File: src/rtl/atomrvcore_pkg.sv
// Shared RV32 decode types: instruction formats, opcode table and the
// control part of a decoded bundle.
package atomrvcore_pkg;

  typedef enum logic [2:0] {
    IT_R,
    IT_I,
    IT_S,
    IT_B,
    IT_U,
    IT_J,
    IT_ILLEGAL
  } instr_type_t;

  localparam logic [6:0] OPC_OP     = 7'b0110011;
  localparam logic [6:0] OPC_OP_IMM = 7'b0010011;
  localparam logic [6:0] OPC_LOAD   = 7'b0000011;
  localparam logic [6:0] OPC_STORE  = 7'b0100011;
  localparam logic [6:0] OPC_BRANCH = 7'b1100011;
  localparam logic [6:0] OPC_LUI    = 7'b0110111;
  localparam logic [6:0] OPC_AUIPC  = 7'b0010111;
  localparam logic [6:0] OPC_JAL    = 7'b1101111;
  localparam logic [6:0] OPC_JALR   = 7'b1100111;
  localparam logic [6:0] OPC_SYSTEM = 7'b1110011;

  typedef struct packed {
    instr_type_t instr_type;
    logic [6:0]  opcode;
    logic [2:0]  func3;
    logic [6:0]  func7;
    logic        rd_we;
    logic        illegal;
  } decoded_t;

  function automatic instr_type_t opcode_type(input logic [6:0] opc);
    case (opc)
      OPC_OP:                                   return IT_R;
      OPC_OP_IMM, OPC_LOAD, OPC_JALR, OPC_SYSTEM: return IT_I;
      OPC_STORE:                                return IT_S;
      OPC_BRANCH:                               return IT_B;
      OPC_LUI, OPC_AUIPC:                       return IT_U;
      OPC_JAL:                                  return IT_J;
      default:                                  return IT_ILLEGAL;
    endcase
  endfunction

endpackage

File: src/rtl/atomrvcore_decode_stage_if.sv
// Fetch-side and execute-side handshake bundle of the decode stage.
interface atomrvcore_decode_stage_if
  import atomrvcore_pkg::*;
#(
  parameter int unsigned XLEN       = 32,
  parameter int unsigned REG_ADDR_W = 5
);
  logic                  valid_i;
  logic                  ready_o;
  logic [31:0]           instr_i;
  logic [XLEN-1:0]       rs1_data_i;
  logic [XLEN-1:0]       rs2_data_i;
  logic                  valid_o;
  logic                  ready_i;
  instr_type_t           instr_type_o;
  logic [6:0]            opcode_o;
  logic [2:0]            func3_o;
  logic [6:0]            func7_o;
  logic [REG_ADDR_W-1:0] rs1_o;
  logic [REG_ADDR_W-1:0] rs2_o;
  logic [REG_ADDR_W-1:0] rd_o;
  logic                  rd_we_o;
  logic [XLEN-1:0]       imm_o;
  logic [XLEN-1:0]       operand_a_o;
  logic [XLEN-1:0]       operand_b_o;
  logic [XLEN-1:0]       mem_addr_o;
  logic                  illegal_o;

  modport master (
    output valid_i, instr_i, rs1_data_i, rs2_data_i, ready_i,
    input  ready_o, valid_o, instr_type_o, opcode_o, func3_o, func7_o,
           rs1_o, rs2_o, rd_o, rd_we_o, imm_o, operand_a_o, operand_b_o,
           mem_addr_o, illegal_o
  );

  modport slave (
    input  valid_i, instr_i, rs1_data_i, rs2_data_i, ready_i,
    output ready_o, valid_o, instr_type_o, opcode_o, func3_o, func7_o,
           rs1_o, rs2_o, rd_o, rd_we_o, imm_o, operand_a_o, operand_b_o,
           mem_addr_o, illegal_o
  );
endinterface

File: src/rtl/atomrvcore_imm_gen.sv
// Combinational immediate extraction for every RV32 format, sign-extended to XLEN.
module atomrvcore_imm_gen
  import atomrvcore_pkg::*;
#(
  parameter int unsigned XLEN = 32
) (
  input  logic [31:0]     instr,
  input  instr_type_t     instr_type,
  output logic [XLEN-1:0] imm
);
  logic [31:0] imm32;

  always_comb begin
    imm32 = '0;
    case (instr_type)
      IT_I: imm32 = {{20{instr[31]}}, instr[31:20]};
      IT_S: imm32 = {{20{instr[31]}}, instr[31:25], instr[11:7]};
      IT_B: imm32 = {{19{instr[31]}}, instr[31], instr[7], instr[30:25], instr[11:8], 1'b0};
      IT_U: imm32 = {instr[31:12], 12'b0};
      IT_J: imm32 = {{11{instr[31]}}, instr[31], instr[19:12], instr[20], instr[30:21], 1'b0};
      default: imm32 = '0;
    endcase
  end

  assign imm = XLEN'($signed(imm32));
endmodule

File: src/rtl/atomrvcore_decode_stage.sv
// Registered RV32 decode stage: combinational decode into an output entry,
// with an optional skid entry absorbing execute-side backpressure.
module atomrvcore_decode_stage
  import atomrvcore_pkg::*;
#(
  parameter int unsigned XLEN       = 32,
  parameter int unsigned REG_ADDR_W = 5,
  parameter bit          SKID_EN    = 1'b1
) (
  input  logic                       clk_i,
  input  logic                       rst_ni,
  input  logic                       flush_i,
  atomrvcore_decode_stage_if.slave   bus
);
  typedef struct packed {
    decoded_t              ctrl;
    logic [REG_ADDR_W-1:0] rs1;
    logic [REG_ADDR_W-1:0] rs2;
    logic [REG_ADDR_W-1:0] rd;
    logic [XLEN-1:0]       imm;
    logic [XLEN-1:0]       operand_a;
    logic [XLEN-1:0]       operand_b;
    logic [XLEN-1:0]       mem_addr;
  } entry_t;

  entry_t          dec, out_q, skid_q;
  logic            valid_q, skid_valid_q;
  logic            out_free, in_fire;
  instr_type_t     dec_type;
  logic [XLEN-1:0] dec_imm;
  logic [31:0]     instr;

  assign instr    = bus.instr_i;
  assign dec_type = opcode_type(instr[6:0]);

  atomrvcore_imm_gen #(.XLEN(XLEN)) u_imm_gen (
    .instr      (instr),
    .instr_type (dec_type),
    .imm        (dec_imm)
  );

  always_comb begin
    dec                 = '0;
    dec.ctrl.instr_type = dec_type;
    dec.ctrl.opcode     = instr[6:0];
    dec.ctrl.illegal    = (dec_type == IT_ILLEGAL);
    dec.imm             = dec_imm;
    dec.operand_a       = bus.rs1_data_i;
    case (dec_type)
      IT_R, IT_I: begin
        dec.rd         = REG_ADDR_W'(instr[11:7]);
        dec.rs1        = REG_ADDR_W'(instr[19:15]);
        dec.ctrl.func3 = instr[14:12];
        dec.ctrl.func7 = instr[31:25];
        if (dec_type == IT_R) dec.rs2 = REG_ADDR_W'(instr[24:20]);
      end
      IT_S, IT_B: begin
        dec.rs1        = REG_ADDR_W'(instr[19:15]);
        dec.rs2        = REG_ADDR_W'(instr[24:20]);
        dec.ctrl.func3 = instr[14:12];
      end
      IT_U, IT_J: dec.rd = REG_ADDR_W'(instr[11:7]);
      default: ;
    endcase
    // rd is already zero for formats without a destination
    dec.ctrl.rd_we = (dec.rd != '0);
    dec.operand_b  = (dec_type == IT_R || dec_type == IT_B) ? bus.rs2_data_i : dec_imm;
    if (instr[6:0] == OPC_LOAD || instr[6:0] == OPC_STORE)
      dec.mem_addr = bus.rs1_data_i + dec_imm;
  end

  assign out_free    = !valid_q || bus.ready_i;
  assign bus.ready_o = SKID_EN ? !skid_valid_q : out_free;
  assign in_fire     = bus.valid_i && bus.ready_o;

  // Skid drains before new input; ready_o is low while skid is full, so the
  // drain cycle never coincides with an accepted input.
  always_ff @(posedge clk_i) begin
    if (!rst_ni) begin
      valid_q      <= 1'b0;
      skid_valid_q <= 1'b0;
      out_q        <= '0;
      skid_q       <= '0;
    end else if (flush_i) begin
      valid_q      <= 1'b0;
      skid_valid_q <= 1'b0;
    end else if (out_free) begin
      if (skid_valid_q) begin
        out_q        <= skid_q;
        valid_q      <= 1'b1;
        skid_valid_q <= 1'b0;
      end else begin
        valid_q <= in_fire;
        if (in_fire) out_q <= dec;
      end
    end else if (in_fire) begin
      skid_q       <= dec;
      skid_valid_q <= 1'b1;
    end
  end

  assign bus.valid_o      = valid_q;
  assign bus.instr_type_o = out_q.ctrl.instr_type;
  assign bus.opcode_o     = out_q.ctrl.opcode;
  assign bus.func3_o      = out_q.ctrl.func3;
  assign bus.func7_o      = out_q.ctrl.func7;
  assign bus.rd_we_o      = out_q.ctrl.rd_we;
  assign bus.illegal_o    = out_q.ctrl.illegal;
  assign bus.rs1_o        = out_q.rs1;
  assign bus.rs2_o        = out_q.rs2;
  assign bus.rd_o         = out_q.rd;
  assign bus.imm_o        = out_q.imm;
  assign bus.operand_a_o  = out_q.operand_a;
  assign bus.operand_b_o  = out_q.operand_b;
  assign bus.mem_addr_o   = out_q.mem_addr;
endmodule

File: src/flat_wrapper.sv
// flat-port wrapper written by rule: the top's interface ports become plain ports
module atomrvcore_decode_stage_flat import atomrvcore_pkg::*;
#(
  parameter int unsigned XLEN       = 32,
  parameter int unsigned REG_ADDR_W = 5,
  parameter bit          SKID_EN    = 1'b1
)
  (clk_i, rst_ni, flush_i, bus_valid_i, bus_instr_i, bus_rs1_data_i, bus_rs2_data_i, bus_ready_i, bus_ready_o, bus_valid_o, bus_instr_type_o, bus_opcode_o, bus_func3_o, bus_func7_o, bus_rs1_o, bus_rs2_o, bus_rd_o, bus_rd_we_o, bus_imm_o, bus_operand_a_o, bus_operand_b_o, bus_mem_addr_o, bus_illegal_o);
  atomrvcore_decode_stage_if #(.XLEN(XLEN), .REG_ADDR_W(REG_ADDR_W)) bus_i ();
  input  logic clk_i;
  input  logic rst_ni;
  input  logic flush_i;
  input wire logic [$bits(bus_i.valid_i)-1:0] bus_valid_i;
  input wire logic [$bits(bus_i.instr_i)-1:0] bus_instr_i;
  input wire logic [$bits(bus_i.rs1_data_i)-1:0] bus_rs1_data_i;
  input wire logic [$bits(bus_i.rs2_data_i)-1:0] bus_rs2_data_i;
  input wire logic [$bits(bus_i.ready_i)-1:0] bus_ready_i;
  output wire logic [$bits(bus_i.ready_o)-1:0] bus_ready_o;
  output wire logic [$bits(bus_i.valid_o)-1:0] bus_valid_o;
  output wire logic [$bits(bus_i.instr_type_o)-1:0] bus_instr_type_o;
  output wire logic [$bits(bus_i.opcode_o)-1:0] bus_opcode_o;
  output wire logic [$bits(bus_i.func3_o)-1:0] bus_func3_o;
  output wire logic [$bits(bus_i.func7_o)-1:0] bus_func7_o;
  output wire logic [$bits(bus_i.rs1_o)-1:0] bus_rs1_o;
  output wire logic [$bits(bus_i.rs2_o)-1:0] bus_rs2_o;
  output wire logic [$bits(bus_i.rd_o)-1:0] bus_rd_o;
  output wire logic [$bits(bus_i.rd_we_o)-1:0] bus_rd_we_o;
  output wire logic [$bits(bus_i.imm_o)-1:0] bus_imm_o;
  output wire logic [$bits(bus_i.operand_a_o)-1:0] bus_operand_a_o;
  output wire logic [$bits(bus_i.operand_b_o)-1:0] bus_operand_b_o;
  output wire logic [$bits(bus_i.mem_addr_o)-1:0] bus_mem_addr_o;
  output wire logic [$bits(bus_i.illegal_o)-1:0] bus_illegal_o;
  assign bus_i.valid_i = bus_valid_i;
  assign bus_i.instr_i = bus_instr_i;
  assign bus_i.rs1_data_i = bus_rs1_data_i;
  assign bus_i.rs2_data_i = bus_rs2_data_i;
  assign bus_i.ready_i = bus_ready_i;
  assign bus_ready_o = bus_i.ready_o;
  assign bus_valid_o = bus_i.valid_o;
  assign bus_instr_type_o = bus_i.instr_type_o;
  assign bus_opcode_o = bus_i.opcode_o;
  assign bus_func3_o = bus_i.func3_o;
  assign bus_func7_o = bus_i.func7_o;
  assign bus_rs1_o = bus_i.rs1_o;
  assign bus_rs2_o = bus_i.rs2_o;
  assign bus_rd_o = bus_i.rd_o;
  assign bus_rd_we_o = bus_i.rd_we_o;
  assign bus_imm_o = bus_i.imm_o;
  assign bus_operand_a_o = bus_i.operand_a_o;
  assign bus_operand_b_o = bus_i.operand_b_o;
  assign bus_mem_addr_o = bus_i.mem_addr_o;
  assign bus_illegal_o = bus_i.illegal_o;
  atomrvcore_decode_stage #(.XLEN(XLEN), .REG_ADDR_W(REG_ADDR_W), .SKID_EN(SKID_EN)) u_core (.clk_i(clk_i), .rst_ni(rst_ni), .flush_i(flush_i), .bus(bus_i));
endmodule
File: config.mk
export PLATFORM = sky130hd
export DESIGN_NAME = atomrvcore_decode_stage_flat
export DESIGN_NICKNAME = d
export VERILOG_FILES = /design/src/rtl/atomrvcore_pkg.sv /design/src/rtl/atomrvcore_decode_stage_if.sv /design/src/rtl/atomrvcore_imm_gen.sv /design/src/rtl/atomrvcore_decode_stage.sv /design/src/flat_wrapper.sv
export SDC_FILE = /design/constraint.sdc
export NUM_CORES = 1
export LEC_CHECK = 0
export BUFFER_PORTS_ARGS = -buffer_cell sky130_fd_sc_hd__buf_4
export CAP_MARGIN = 5
export CORE_ASPECT_RATIO = 0.7
export CORE_MARGIN = 2
export CORE_UTILIZATION = 51
export CTS_CLUSTER_DIAMETER = 150
export DETAILED_ROUTE_END_ITERATION = 16
export PLACE_DENSITY = 0.81
export SYNTH_ARGS = -nofsm -noshare
export SYNTH_HDL_FRONTEND = slang
export SYNTH_SLANG_ARGS = --single-unit
File: constraint.sdc
create_clock -name clk_i -period 8.5 [get_ports clk_i]
set_input_delay 1.7 -clock clk_i [delete_from_list [all_inputs] [get_ports clk_i]]
set_output_delay 1.7 -clock clk_i [all_outputs]
set_load 0.1 [all_outputs]
==> qor.yml <==
fmax_mhz: 147
finalCritPeriodShare: 0.803
period_minus_slack_ps: 6820
fin_skew_ps: 21.6
whs_path_depth: 2
async_reset_ff_frac: 0
finalSetupViolations: 0
seq_power_share: 0.446
io_pins: 268
first_pass_iters: 6
fp-row-count: 53
grt_usage: 0.329
synth_cells: 1985
final_antenna_net_count: 0
num_vias: 15900
synth.distinct_cells: 68
netSwitchingFraction: 0.313
final_cells: 2579
tritoncts: "yes"
placed_cells: 2523
antenna_found_initial: 0
end_kind: "flop"
cp.arrival_ps: 7240
die_w_um: 214
drive_above_1_share: 0.168
initial_core_util: 0.521
power.switching_mw: 1.14
grt_pass1_vias: 14500
cts-root-buf: "clkbuf_16"
io_buffers: 267
p_int_mw: 2.51
cpMostUsedCell: "a21oi_1"
nNetsFinal: 2279
cp_cell_sequence: "buf_4 > and3b_1 > and3_1 > inv_1 > ha_1 > nand3b_1 > o21ai_1 > a211o_1 > o211ai_1 > a21oi_1 > ha_1 > a21oi_1 > o21ai_0 > a2111oi_0 > o21ai_0 > or2_2 > a21oi_1 > xor2_1 > a31oi_1"
drt-wirelength-per-cell_um: 21.1
final_hold_viol_count: 0
diodes: 0
layout_common_cells: "331 x dfxtp_1, 300 x nand2_1, 291 x buf_4"
power_frac_clock: 0.375
cts-buffers-inserted: 31
die_height_um: 151
clkSinkCount: 332
hold_buffers: 0
htreeDepth: 1
layout_commonest_cell: "dfxtp_1"
worstPathRequired_ps: 8920
cts_resized: 0
ys.warnings.count: 0
syn-cell-area_um2: 15700
areaGrowthSynthToFinish_pct: 19.8
power_density_nw_per_um2: 194
r2r_cells: 6
cts_buffer_depth: 3
dieArea_um2: 32200
drt_iter0_markers: 1936
synth-edff-count: 0
status: "finished clean"
synth_fp_nets: 2120
crit_type: "in -> reg"
slew_headroom: 0.209
post_cts_buffers: 0
dp_hpwl_mm: 37.6
grt_max_degree: 263
hold_ws_ps: 453
coreArea_um2: 30200
synth_ff_type: "dfxtp_1"
via_per_inst: 6.16
critPathMaxFanout: 8
p_leak_nw: 7.37
num-fill-cells: 2623
ys_seq_area_frac: 0.423
cap_violations: 0
syn_area_per_cell_um2: 7.91
finalSetupTns_ps: 0
drv_slew: 0
synth-seq-cells: 332
grt_pass1_wl_mm: 82.4
gp_congestion: 0.990
worst_slew_pin_slew_ps: 1190
finalWirelength_mm: 54.3
clock_latency_ps: 580
slowest_delay_ps: 750
grt_setup_unrepaired: "no"
drcViolationCount: 0
combPwrFrac: 0.179
grt_overflow_total: 0
hold_class: "reg -> reg"
vdd_drop_max_v: 0.000153
crit_slowest_cell: "o211ai_1"
clk_pin_slew_ps: 70
startpoint_type: "input pin"
-- cell type report --
type                    instances  area (um2)  area share
clock buffers                  47         936      0.0497
clock inverters                 9        51.3     0.00273
inverters                      21        83.8     0.00445
multi-input cells            1466        8380       0.445
flip-flops and latches        332        6650       0.353
well taps                     412         515      0.0274
repair buffers                292        2200       0.117
-- Yosys cell counts, types with 19 or more instances --
cell	instances	area (um2)
mux2i_1	75	751
a311oi_1	22	193
clkbuf_1	142	533
dfxtp_1	332	6650
a21oi_1	212	1060
inv_1	20	75.1
nor2_1	218	818
a211oi_1	71	533
o21ai_0	122	611
nand3_1	102	510
xnor2_1	19	166
o211ai_1	34	255
nor3_1	31	155
nand2_1	300	1130
ha_1	33	413
a31oi_1	25	156
-- sequential cells by signal, indices dropped and copies added, names as in the netlist, 5 cells and up --
signal and cells:
u_core.skid_q 165, u_core.bus.imm_o 32, u_core.bus.mem_addr_o 32, u_core.bus.operand_a_o 32, u_core.bus.operand_b_o 32, u_core.bus.func7_o 7, u_core.bus.opcode_o 7, u_core.bus.rd_o 5
u_core.bus.rs1_o 5, u_core.bus.rs2_o 5
-- critical path: cells and delay by family --
family          cells  cell delay [ps]
xor+xnor            1              190
compound gates     10             2940
simple gates        4             1230
buf+inv             2              320
fa+ha+maj           2              850
-- logic make-up (layout without fill, tap and decap cells) --
| family | count (synthesis) | count (layout) | synth area share |
|---|---|---|---|
| flops | 332 | 332 | 0.423 |
| mux | 78 | 78 | 0.0501 |
| simple gates | 727 | 727 | 0.199 |
| xor+xnor | 28 | 28 | 0.0156 |
| compound gates | 599 | 599 | 0.239 |
| buf+inv | 187 | 369 | 0.0456 |
| fa+ha+maj | 34 | 34 | 0.0276 |
-- path summary, 6_finish.rpt --
kind | from | to | slack (ps)
min reg2reg | u_core.skid_q[11] | u_core.skid_q[11] | 450
max | bus_instr_i[3] | u_core.bus.mem_addr_o[28] | 1680
max reg2reg | u_core.skid_valid_q | u_core.skid_q[138] | 5340
min | u_core.skid_q[11] | u_core.skid_q[11] | 450
-- power by group through the flow --
stage / registers (mW) / clock network [mW] / logic [mW]
global route: 1.63 / 1.44 / 0.684
global placement: 1.66 / 0 / 0.642
detailed placement: 1.66 / 0 / 0.647
CTS: 1.63 / 1.38 / 0.649
finish: 1.63 / 1.37 / 0.655
floorplan: 1.94 / 0 / 0.179
-- routing by layer --
metal	track usage	vias to the layer above	part of all wire	wire length [um]
li1	-	7400	-	-
met3	0.0871	90	0.11	6000
met1	0.480	7602	0.45	24400
met2	0.484	793	0.42	22600
met4	0.0767	0	0.024	1300
met5	0	-	0	0
-- per-stage QoR --
step | setup slack (ps) | util | cell area [um2] | power, mW
4_1_cts | 1950 | 0.624 | 18800 | 3.65
2_1_floorplan | 2320 | - | 15700 | 2.12
3_3_place_gp | 1540 | 0.591 | 17800 | 2.30
3_5_place_dp | 1390 | 0.591 | 17800 | 2.31
5_1_grt | 1290 | 0.624 | 18800 | 3.75
6_report | 1680 | 0.624 | 18800 | 3.65
Note: power is estimated with default switching activity, not from simulation.
